`config.mk`:
```
export PLATFORM = sky130hd
export DESIGN_NAME = adc_scan_seq
export DESIGN_NICKNAME = d
export VERILOG_FILES = /design/src/rtl/adc_seq_pkg.sv /design/src/rtl/adc_ch_pick.sv /design/src/rtl/adc_scan_seq.sv
export SDC_FILE = /design/constraint.sdc
export NUM_CORES = 1
export LEC_CHECK = 0
export CAP_MARGIN = 40
export CORE_MARGIN = 5
export CORE_UTILIZATION = 47
export CTS_CLUSTER_DIAMETER = 80
export CTS_CLUSTER_SIZE = 10
export DETAILED_ROUTE_END_ITERATION = 16
export HOLD_SLACK_MARGIN = 0.12
export PLACE_DENSITY = 0.71
export SLEW_MARGIN = 30
export SYNTH_ARGS = -nofsm -noshare
export SYNTH_HDL_FRONTEND = slang
export SYNTH_SLANG_ARGS = --single-unit
```
`constraint.sdc`:
```
create_clock -name clk -period 4.8 [get_ports clk]
set_input_delay 0.72 -clock clk [delete_from_list [all_inputs] [get_ports clk]]
set_output_delay 0.72 -clock clk [all_outputs]
set_load 0.01 [all_outputs]
```
`src/rtl/adc_seq_pkg.sv`:
```
// Shared types for the ADC scan sequencer: FSM state encoding and channel-index width helper.
package adc_seq_pkg;

    typedef enum logic [2:0] {
        IDLE,
        SELECT,
        START,
        WAIT,
        OUT
    } state_t;

    function automatic int ch_width(input int n);
        return (n > 1) ? $clog2(n) : 1;
    endfunction

endpackage

```
`src/rtl/adc_ch_pick.sv`:
```
// Combinational channel picker: next enabled index above cur, or the lowest enabled index when first=1.
module adc_ch_pick import adc_seq_pkg::*; #(
    parameter int N_CH = 4,
    parameter int CH_W = ch_width(N_CH)
) (
    input  logic [N_CH-1:0] mask,
    input  logic [CH_W-1:0] cur,
    input  logic            first,
    output logic [CH_W-1:0] nxt,
    output logic            found
);

    // Scan downward so the lowest qualifying index is the one left standing.
    always_comb begin
        nxt   = '0;
        found = 1'b0;
        for (int i = N_CH - 1; i >= 0; i--) begin
            if (mask[i] && (first || (CH_W'(i) > cur))) begin
                nxt   = CH_W'(i);
                found = 1'b1;
            end
        end
    end

endmodule

```
`src/rtl/adc_scan_seq.sv`:
```
// Scan sequencer in front of a SAR ADC: steps the analog mux over enabled channels,
// settles, triggers conversions, optionally averages, and emits one tagged result per channel.
module adc_scan_seq import adc_seq_pkg::*; #(
    parameter int ADC_WIDTH  = 8,
    parameter int N_CH       = 4,
    parameter int SETTLE_CYC = 2,
    parameter int AVG_LOG2   = 0,
    parameter int TIMEOUT    = 4 * ADC_WIDTH,
    parameter int CH_W       = ch_width(N_CH)
) (
    input  logic                 clk,
    input  logic                 rst,
    input  logic                 trig,
    input  logic                 en,
    input  logic [N_CH-1:0]      ch_mask,
    output logic                 adc_start,
    input  logic                 adc_den,
    input  logic [ADC_WIDTH-1:0] adc_dout,
    output logic [CH_W-1:0]      mux_sel,
    output logic                 busy,
    output logic                 res_valid,
    output logic [CH_W-1:0]      res_ch,
    output logic [ADC_WIDTH-1:0] res_data,
    output logic                 scan_done,
    output logic                 err_timeout
);

    localparam int AW = ADC_WIDTH + AVG_LOG2;
    localparam int CW = AVG_LOG2 + 1;
    localparam int SW = $clog2(SETTLE_CYC + 1);
    localparam int TW = $clog2(TIMEOUT + 1);
    localparam int NS = 1 << AVG_LOG2;

    state_t          state, state_n;
    logic [N_CH-1:0] mask_q, pick_mask;
    logic [AW-1:0]   acc, acc_sum;
    logic [CW-1:0]   cnt;
    logic [SW-1:0]   settle;
    logic [TW-1:0]   timer;
    logic [CH_W-1:0] pick_idx;
    logic            pick_found, expire, last_sample;

    // In IDLE the live mask picks the first channel; afterwards only the latched copy matters.
    assign pick_mask   = (state == IDLE) ? ch_mask : mask_q;
    assign acc_sum     = acc + AW'(adc_dout);
    assign last_sample = (cnt == CW'(NS - 1));

    adc_ch_pick #(.N_CH(N_CH), .CH_W(CH_W)) u_pick (
        .mask  (pick_mask),
        .cur   (mux_sel),
        .first (state == IDLE),
        .nxt   (pick_idx),
        .found (pick_found)
    );

    always_comb begin
        state_n = state;
        expire  = 1'b0;
        case (state)
            IDLE:   if ((trig || en) && pick_found) state_n = SELECT;
            SELECT: if (settle == SW'(SETTLE_CYC - 1)) state_n = START;
            START:  state_n = WAIT;
            WAIT: begin
                if (adc_den) begin
                    state_n = last_sample ? OUT : START;
                end else if (timer == TW'(TIMEOUT - 1)) begin
                    state_n = OUT;
                    expire  = 1'b1;
                end
            end
            OUT:     state_n = pick_found ? SELECT : IDLE;
            default: state_n = IDLE;
        endcase
    end

    // Outputs are registered from the next state so they line up with the state they describe.
    always_ff @(posedge clk) begin
        if (rst) begin
            state       <= IDLE;
            mask_q      <= '0;
            acc         <= '0;
            cnt         <= '0;
            settle      <= '0;
            timer       <= '0;
            mux_sel     <= '0;
            busy        <= 1'b0;
            adc_start   <= 1'b0;
            res_valid   <= 1'b0;
            res_ch      <= '0;
            res_data    <= '0;
            scan_done   <= 1'b0;
            err_timeout <= 1'b0;
        end else begin
            state     <= state_n;
            busy      <= (state_n != IDLE);
            adc_start <= (state_n == START);
            res_valid <= 1'b0;
            scan_done <= 1'b0;
            case (state)
                IDLE: begin
                    if (state_n == SELECT) begin
                        mask_q  <= ch_mask;
                        mux_sel <= pick_idx;
                        settle  <= '0;
                        acc     <= '0;
                        cnt     <= '0;
                    end
                end
                SELECT: settle <= settle + 1'b1;
                START:  timer  <= '0;
                WAIT: begin
                    timer <= timer + 1'b1;
                    if (adc_den) begin
                        acc <= acc_sum;
                        cnt <= cnt + 1'b1;
                        if (last_sample) begin
                            res_valid <= 1'b1;
                            res_ch    <= mux_sel;
                            res_data  <= ADC_WIDTH'(acc_sum >> AVG_LOG2);
                            scan_done <= !pick_found;
                        end
                    end else if (expire) begin
                        err_timeout <= 1'b1;
                        scan_done   <= !pick_found;
                    end
                end
                OUT: begin
                    if (pick_found) begin
                        mux_sel <= pick_idx;
                        settle  <= '0;
                        acc     <= '0;
                        cnt     <= '0;
                    end
                end
                default: ;
            endcase
        end
    end

endmodule

```
==> run summary, run 1 <==
Crit path DAT: 2890 ps
CP Data Required Time: 5030 ps
Peak supply drop: 216 uV
Final hold violation count: 0
Asr flop ratio synth: 0
FMAX: 376 MHz
First-pass GRT wire length: 8.22 mm
Cell Chain, Critical Path: clkdlybuf4s50_1, ha_1, fa_1, a211o_1, a2111oi_0, nand3b_1, o211ai_1, a21oi_1
Register area: 801 um2
Setup TNS: 0 ps
Mean Syn Cell Area: 8.33 um2
CTS tree: done
Yosys warnings: 0
WS Path Type: in2reg
Layout net count: 316
Tcrit/Tclk final: 0.555
Share of cells above drive strength 1: 0.0759
CP Capture Type: flop
Clock Path Buffers: 2
Residual DRC: 0
Syn nets: 285
GRT overflow: 0
Die H: 77.6 um
Final min period: 2660 ps
Hold-fix buffers, CTS: 0
Multi-input logic area: 1260 um2
Min-Delay Path Class: reg2reg
CTS clk-pin slew, worst paths: 80 ps
PD cells: 359 nW/um2
I/O Buffers: 33
Vias in the first global route: 1783
Setup bufs post-CTS: 0
Rows: 24
Crit-path leading delay family: compound AO/OA/AOI/OAI gates
Dpl cells: 334
Antenna fix cells: 0
Startpoint Class: primary input
Routed WL: 4.91 mm
Synth Flop Type: dfxtp_1
Cell count after synthesis: 258
Fillers: 418
Clock sink total: 40
CTS Buf Count: 5
Die footprint: 6020 um2
Leakage power: 0.000969 uW
DP Wirelength: 3.62 mm
Reg2reg start: acc[0]$_SDFFE_PP0P_
Worst-Margin Slew: 641 ps
GP Congestion: 0.870
Ports: 34
Slowest stage cell, crit path: fa_1
Max-cap viol count: 0
Seq/Total Area, Yosys: 0.373
Post-synth EDFFs: 0
Initial drt markers: 115
Hold path start: res_ch[1]$_SDFFE_PP0P_
Slew HR: 0.569
Via count: 1974
Chip width: 77.6 um
Htree depth: 2
Average wire per standard cell: 14.4 um
Maximum single-stage delay on the critical path: 430 ps
RSZ-0062 raised after global routing: false
Hold WS: 456 ps
CP bufs+invs: 1
Antenna Nets Post-Route: 0
Synth cell types: 53
Final setup fails: 0
Number of synthesized register bits: 40
Core box area: 4380 um2
Slew Limit Fails: 0
Initial antenna violation count: 0
Largest net degree at the start of global routing: 16
Worst-skew pair later-pin latency: 290 ps
GRT Resource Usage Total: 0.163
First-pass DRT Iterations: 4
Layout Cells excl Fill: 342
Via/cell ratio: 5.77
Critical path launch point: adc_dout[0]
Root buffer cell: clkbuf_8
Starting Density: 0.490
CP Max Fanout: 3
Synthesis-to-layout area growth: 22.5%
Cts repair resizes: 0
Mapped Area: 2150 um2
Final worst clock skew: 6.34 ps
Outcome: finished, final reports clean
placed cells by master, fill, tap and decap left out, types with 4 or more instances in the layout:
| cell type | instances |
|---|---|
| o211ai_1 | 6 |
| nand3_1 | 13 |
| nor3_1 | 10 |
| o21ai_0 | 10 |
| mux2i_1 | 4 |
| nor2_1 | 30 |
| nand2_1 | 25 |
| nor2b_1 | 5 |
| ha_1 | 9 |
| inv_1 | 8 |
| dfxtp_1 | 40 |
| clkdlybuf4s50_1 | 33 |
| clkbuf_8 | 6 |
| a21oi_1 | 28 |
| a211oi_1 | 7 |
layout make-up:
class,count,area share
clock buffer,6,0.0314
inverter,8,0.0114
timing repair buffer,36,0.136
multi-input combinational,198,0.478
clock inverter,2,0.0147
tap,52,0.0247
sequential,40,0.304
through the flow:
stage / util / instance area, um2 / worst slack (ps) / total power [uW]
5_1_grt: 0.600 / 2630 / 2040 / 1000
4_1_cts: 0.600 / 2630 / 2180 / 951
3_3_place_gp: 0.568 / 2490 / 1850 / 657
6_report: 0.600 / 2630 / 2140 / 944
3_5_place_dp: 0.572 / 2510 / 1900 / 662
2_1_floorplan: - / 2150 / 2430 / 584
kinds of logic after synthesis:
| group | synth area share |
|---|---|
| and+or+nand+nor | 0.252 |
| AOI/OAI and AO/OA | 0.239 |
| DFF | 0.373 |
| buffers and inverters | 0.0419 |
| adders and majority gates | 0.0617 |
| muxes | 0.0186 |
| xor gates and xnor gates | 0.0146 |
sequential cells by signal, indices dropped and copies added (netlist names), 2 cells and up:
signal and flops:
mask_q 3, acc 8, timer 6, state 3, res_ch 2, settle 2
res_data 8, mux_sel 2
worst paths after layout:
check	endpoint	cells past startpoint	slack (ps)
worst min register to register	res_ch[1]$_SDFFE_PP0P_	2	460
worst max-delay path	acc[6]$_SDFFE_PP0P_	8	2140
worst max register to register	acc[6]$_SDFFE_PP0P_	7	2670
worst min-delay path	res_ch[1]$_SDFFE_PP0P_	2	460
power breakdown:
part | internal, uW | switching, uW
Combinational | 120 | 146
Sequential | 357 | 32.3
Clock | 170 | 119
Yosys cell counts, types with 2 or more instances:
master	number	area, um2
buf_2	3	15.0
nand2b_1	3	18.8
nor3_1	10	50.1
clkbuf_1	7	26.3
a22oi_1	2	15.0
or3b_2	2	17.5
o211ai_1	6	45.0
o31ai_1	2	15.0
nor2_1	30	113
dfxtp_1	40	801
nand3b_1	2	15.0
ha_1	9	113
a31oi_1	2	12.5
nand3_1	13	65.1
o21ai_0	10	50.1
nor2b_1	5	31.3
o22ai_1	2	12.5
nor3b_1	2	15.0
and3_1	3	18.8
a21o_1	2	15.0
inv_1	8	30.0
nor4_4	2	42.5
o2111ai_1	2	17.5
a211oi_1	7	52.6
or2_2	2	12.5
a21oi_1	28	140
mux2i_1	4	40.0
nand2_1	25	93.8
metal layers:
layer | routed length, um | vias up | global-route usage
met5 | 0 | - | 0
met1 | 2300 | 910 | 0.222
met3 | 320 | 7 | 0.0498
met4 | 47 | 0 | 0.0430
met2 | 2240 | 54 | 0.251
li1 | - | 1003 | -
tightest hold or removal path, cell delays in order, from the launching register on:
cell and delay, ps:
dfxtp_1 310, nand2_1 50, a21oi_1 50
Power figures use the tool's default switching activity.
==> inputs of run 2 (changes only) <==
- clock period: 4.8 -> 2.5 ns (I/O delays scaled with it)
==> run summary, run 2 (synthesis results as in run 1) <==
Fillers: 423
Combinational power share: 0.312
Min-Delay Path Class: reg2reg
GRT overflow: 0
Final worst clock skew: 5.08 ps
Die H: 77.6 um
Slowest stage cell, crit path: clkdlybuf4s50_1
Routed WL: 5.01 mm
CTS clk-pin slew, worst paths: 70 ps
GP Congestion: 0.902
Slew HR: 0.558
Ports: 34
Htree depth: 2
Cts repair resizes: 0
Worst flop-to-flop path endpoint: acc[6]$_SDFFE_PP0P_
CP Max Fanout: 3
CP Data Required Time: 2720 ps
Final setup fails: 0
RSZ-0062 raised after global routing: false
R2R Setup Slk: 470 ps
Leakage power: 0.000977 uW
First-pass DRT Iterations: 5
Most frequent cells in the layout: dfxtp_1 (40), clkdlybuf4s50_1 (33), nor2_1 (30), a21oi_1 (28), nand2_1 (25)
Setup WS pre-CTS: 13.9 ps
Reg2reg start: acc[0]$_SDFFE_PP0P_
Share of cells above drive strength 1: 0.0884
Slew Limit Fails: 0
Most common cell after layout, fill and taps aside: dfxtp_1
Via count: 1953
Starting Density: 0.490
Max-cap viol count: 0
PD cells: 635 nW/um2
Worst-Margin Slew: 657 ps
Final min period: 2220 ps
Outcome: finished, final reports clean
Crit path DAT: 2450 ps
DP Wirelength: 3.70 mm
WS Path Type: in2reg
Vias in the first global route: 1947
First-pass GRT wire length: 8.77 mm
Hold Path Stages: 2
Core box area: 4380 um2
Clock Path Buffers: 2
Cell Chain, Critical Path: clkdlybuf4s50_1, ha_1, fa_1, a211o_1, a2111oi_0, nand3b_1, o211ai_1, a21oi_1
Residual DRC: 0
Synthesis-to-layout area growth: 22.8%
Initial drt markers: 102
Root buffer cell: clkbuf_8
Via/cell ratio: 5.64
CTS Buf Count: 5
CTS tree: done
Hold-fix buffers, CTS: 0
Startpoint Class: primary input
Average wire per standard cell: 14.5 um
Sequential share of power: 0.446
Clock Power Share: 0.242
Sw frac: 0.334
Initial antenna violation count: 0
Maximum single-stage delay on the critical path: 410 ps
Clock sink total: 40
Largest net degree at the start of global routing: 43
Worst-skew pair later-pin latency: 290 ps
Layout net count: 321
Antenna fix cells: 0
Worst Reg2Reg Path Length in Cells: 7
Hold path start: res_data[4]$_SDFFE_PP0P_
Tcrit/Tclk final: 0.889
Peak supply drop: 351 uV
P_sw: 559 uW
Biggest regs: acc (8), res_data (8), timer (6)
CP Capture Type: flop
Rows: 24
Worst setup slack after layout: 277 ps
Chip width: 77.6 um
Final hold violation count: 0
Antenna Nets Post-Route: 0
Setup TNS: 0 ps
Setup bufs post-CTS: 0
Hold path endpoint: res_data[4]$_SDFFE_PP0P_
Die footprint: 6020 um2
GRT Resource Usage Total: 0.174
Int Power: 1120 uW
FMAX: 450 MHz
I/O Buffers: 33
[run 2: cell count changes in the layout (fill, tap and decap cells not counted)]
cell,before,now
clkinvlp_4,0,1
clkinv_4,1,0
buf_4,2,7
clkinv_2,0,1
clkbuf_8,6,5
buf_12,0,1
buf_6,1,0
bufinv_16,1,0
[run 2: routing by layer]
| metal | routed length (um) | vias to the layer above | GRT usage |
|---|---|---|---|
| li1 | - | 1011 | - |
| met1 | 2360 | 896 | 0.218 |
| met2 | 2370 | 41 | 0.294 |
| met3 | 238 | 5 | 0.0370 |
| met4 | 49 | 0 | 0.0567 |
| met5 | 0 | - | 0 |
[run 2: power by group through the flow]
stage | registers, uW | clock network, uW | logic (uW)
after detailed placement | 762 | 0 | 521
after global placement | 761 | 0 | 514
final | 747 | 405 | 523
after CTS | 747 | 419 | 523
after floorplan | 740 | 0 | 381
after global routing | 757 | 441 | 592
[run 2: area by class of cell]
class	count	area (um2)	area share
flip-flops and latches	40	801	0.304
repair buffers	41	403	0.153
inverters	8	30.0	0.0114
clock buffers	5	68.8	0.0261
multi-input cells	198	1260	0.477
well taps	52	65.1	0.0247
clock inverters	2	12.5	0.00474
[run 2: metrics by stage]
| stage | area, um2 | power, uW | hold slack [ps] | util | cells |
|---|---|---|---|---|---|
| finish | 2640 | 1670 | 458 | 0.602 | 346 |
| global route | 2640 | 1790 | 485 | 0.602 | 346 |
| CTS | 2640 | 1690 | 460 | 0.602 | 346 |
| detailed placement | 2560 | 1280 | 450 | 0.583 | 339 |
| global placement | 2560 | 1270 | 443 | 0.583 | 339 |
| floorplan | 2150 | 1120 | 444 | - | 258 |
[run 2: worst max-delay path by stage]
stage,from,end,slack (ps),cells past startpoint
6_report,adc_dout[0],acc[6]$_SDFFE_PP0P_,280,8
4_1_cts,adc_dout[0],acc[6]$_SDFFE_PP0P_,290,8
2_1_floorplan,adc_dout[0],acc[6]$_SDFFE_PP0P_,470,7
3_5_place_dp,adc_dout[0],acc[6]$_SDFFE_PP0P_,10,8
3_3_place_gp,adc_dout[0],acc[6]$_SDFFE_PP0P_,20,8
5_1_grt,adc_dout[0],acc[6]$_SDFFE_PP0P_,70,8
[run 2: critical path, delay by kind of cell]
kind            cells  cell delay (ps)
simple gates        1              170
compound gates      4              880
buf+inv             1              410
fa+ha+maj           2              620
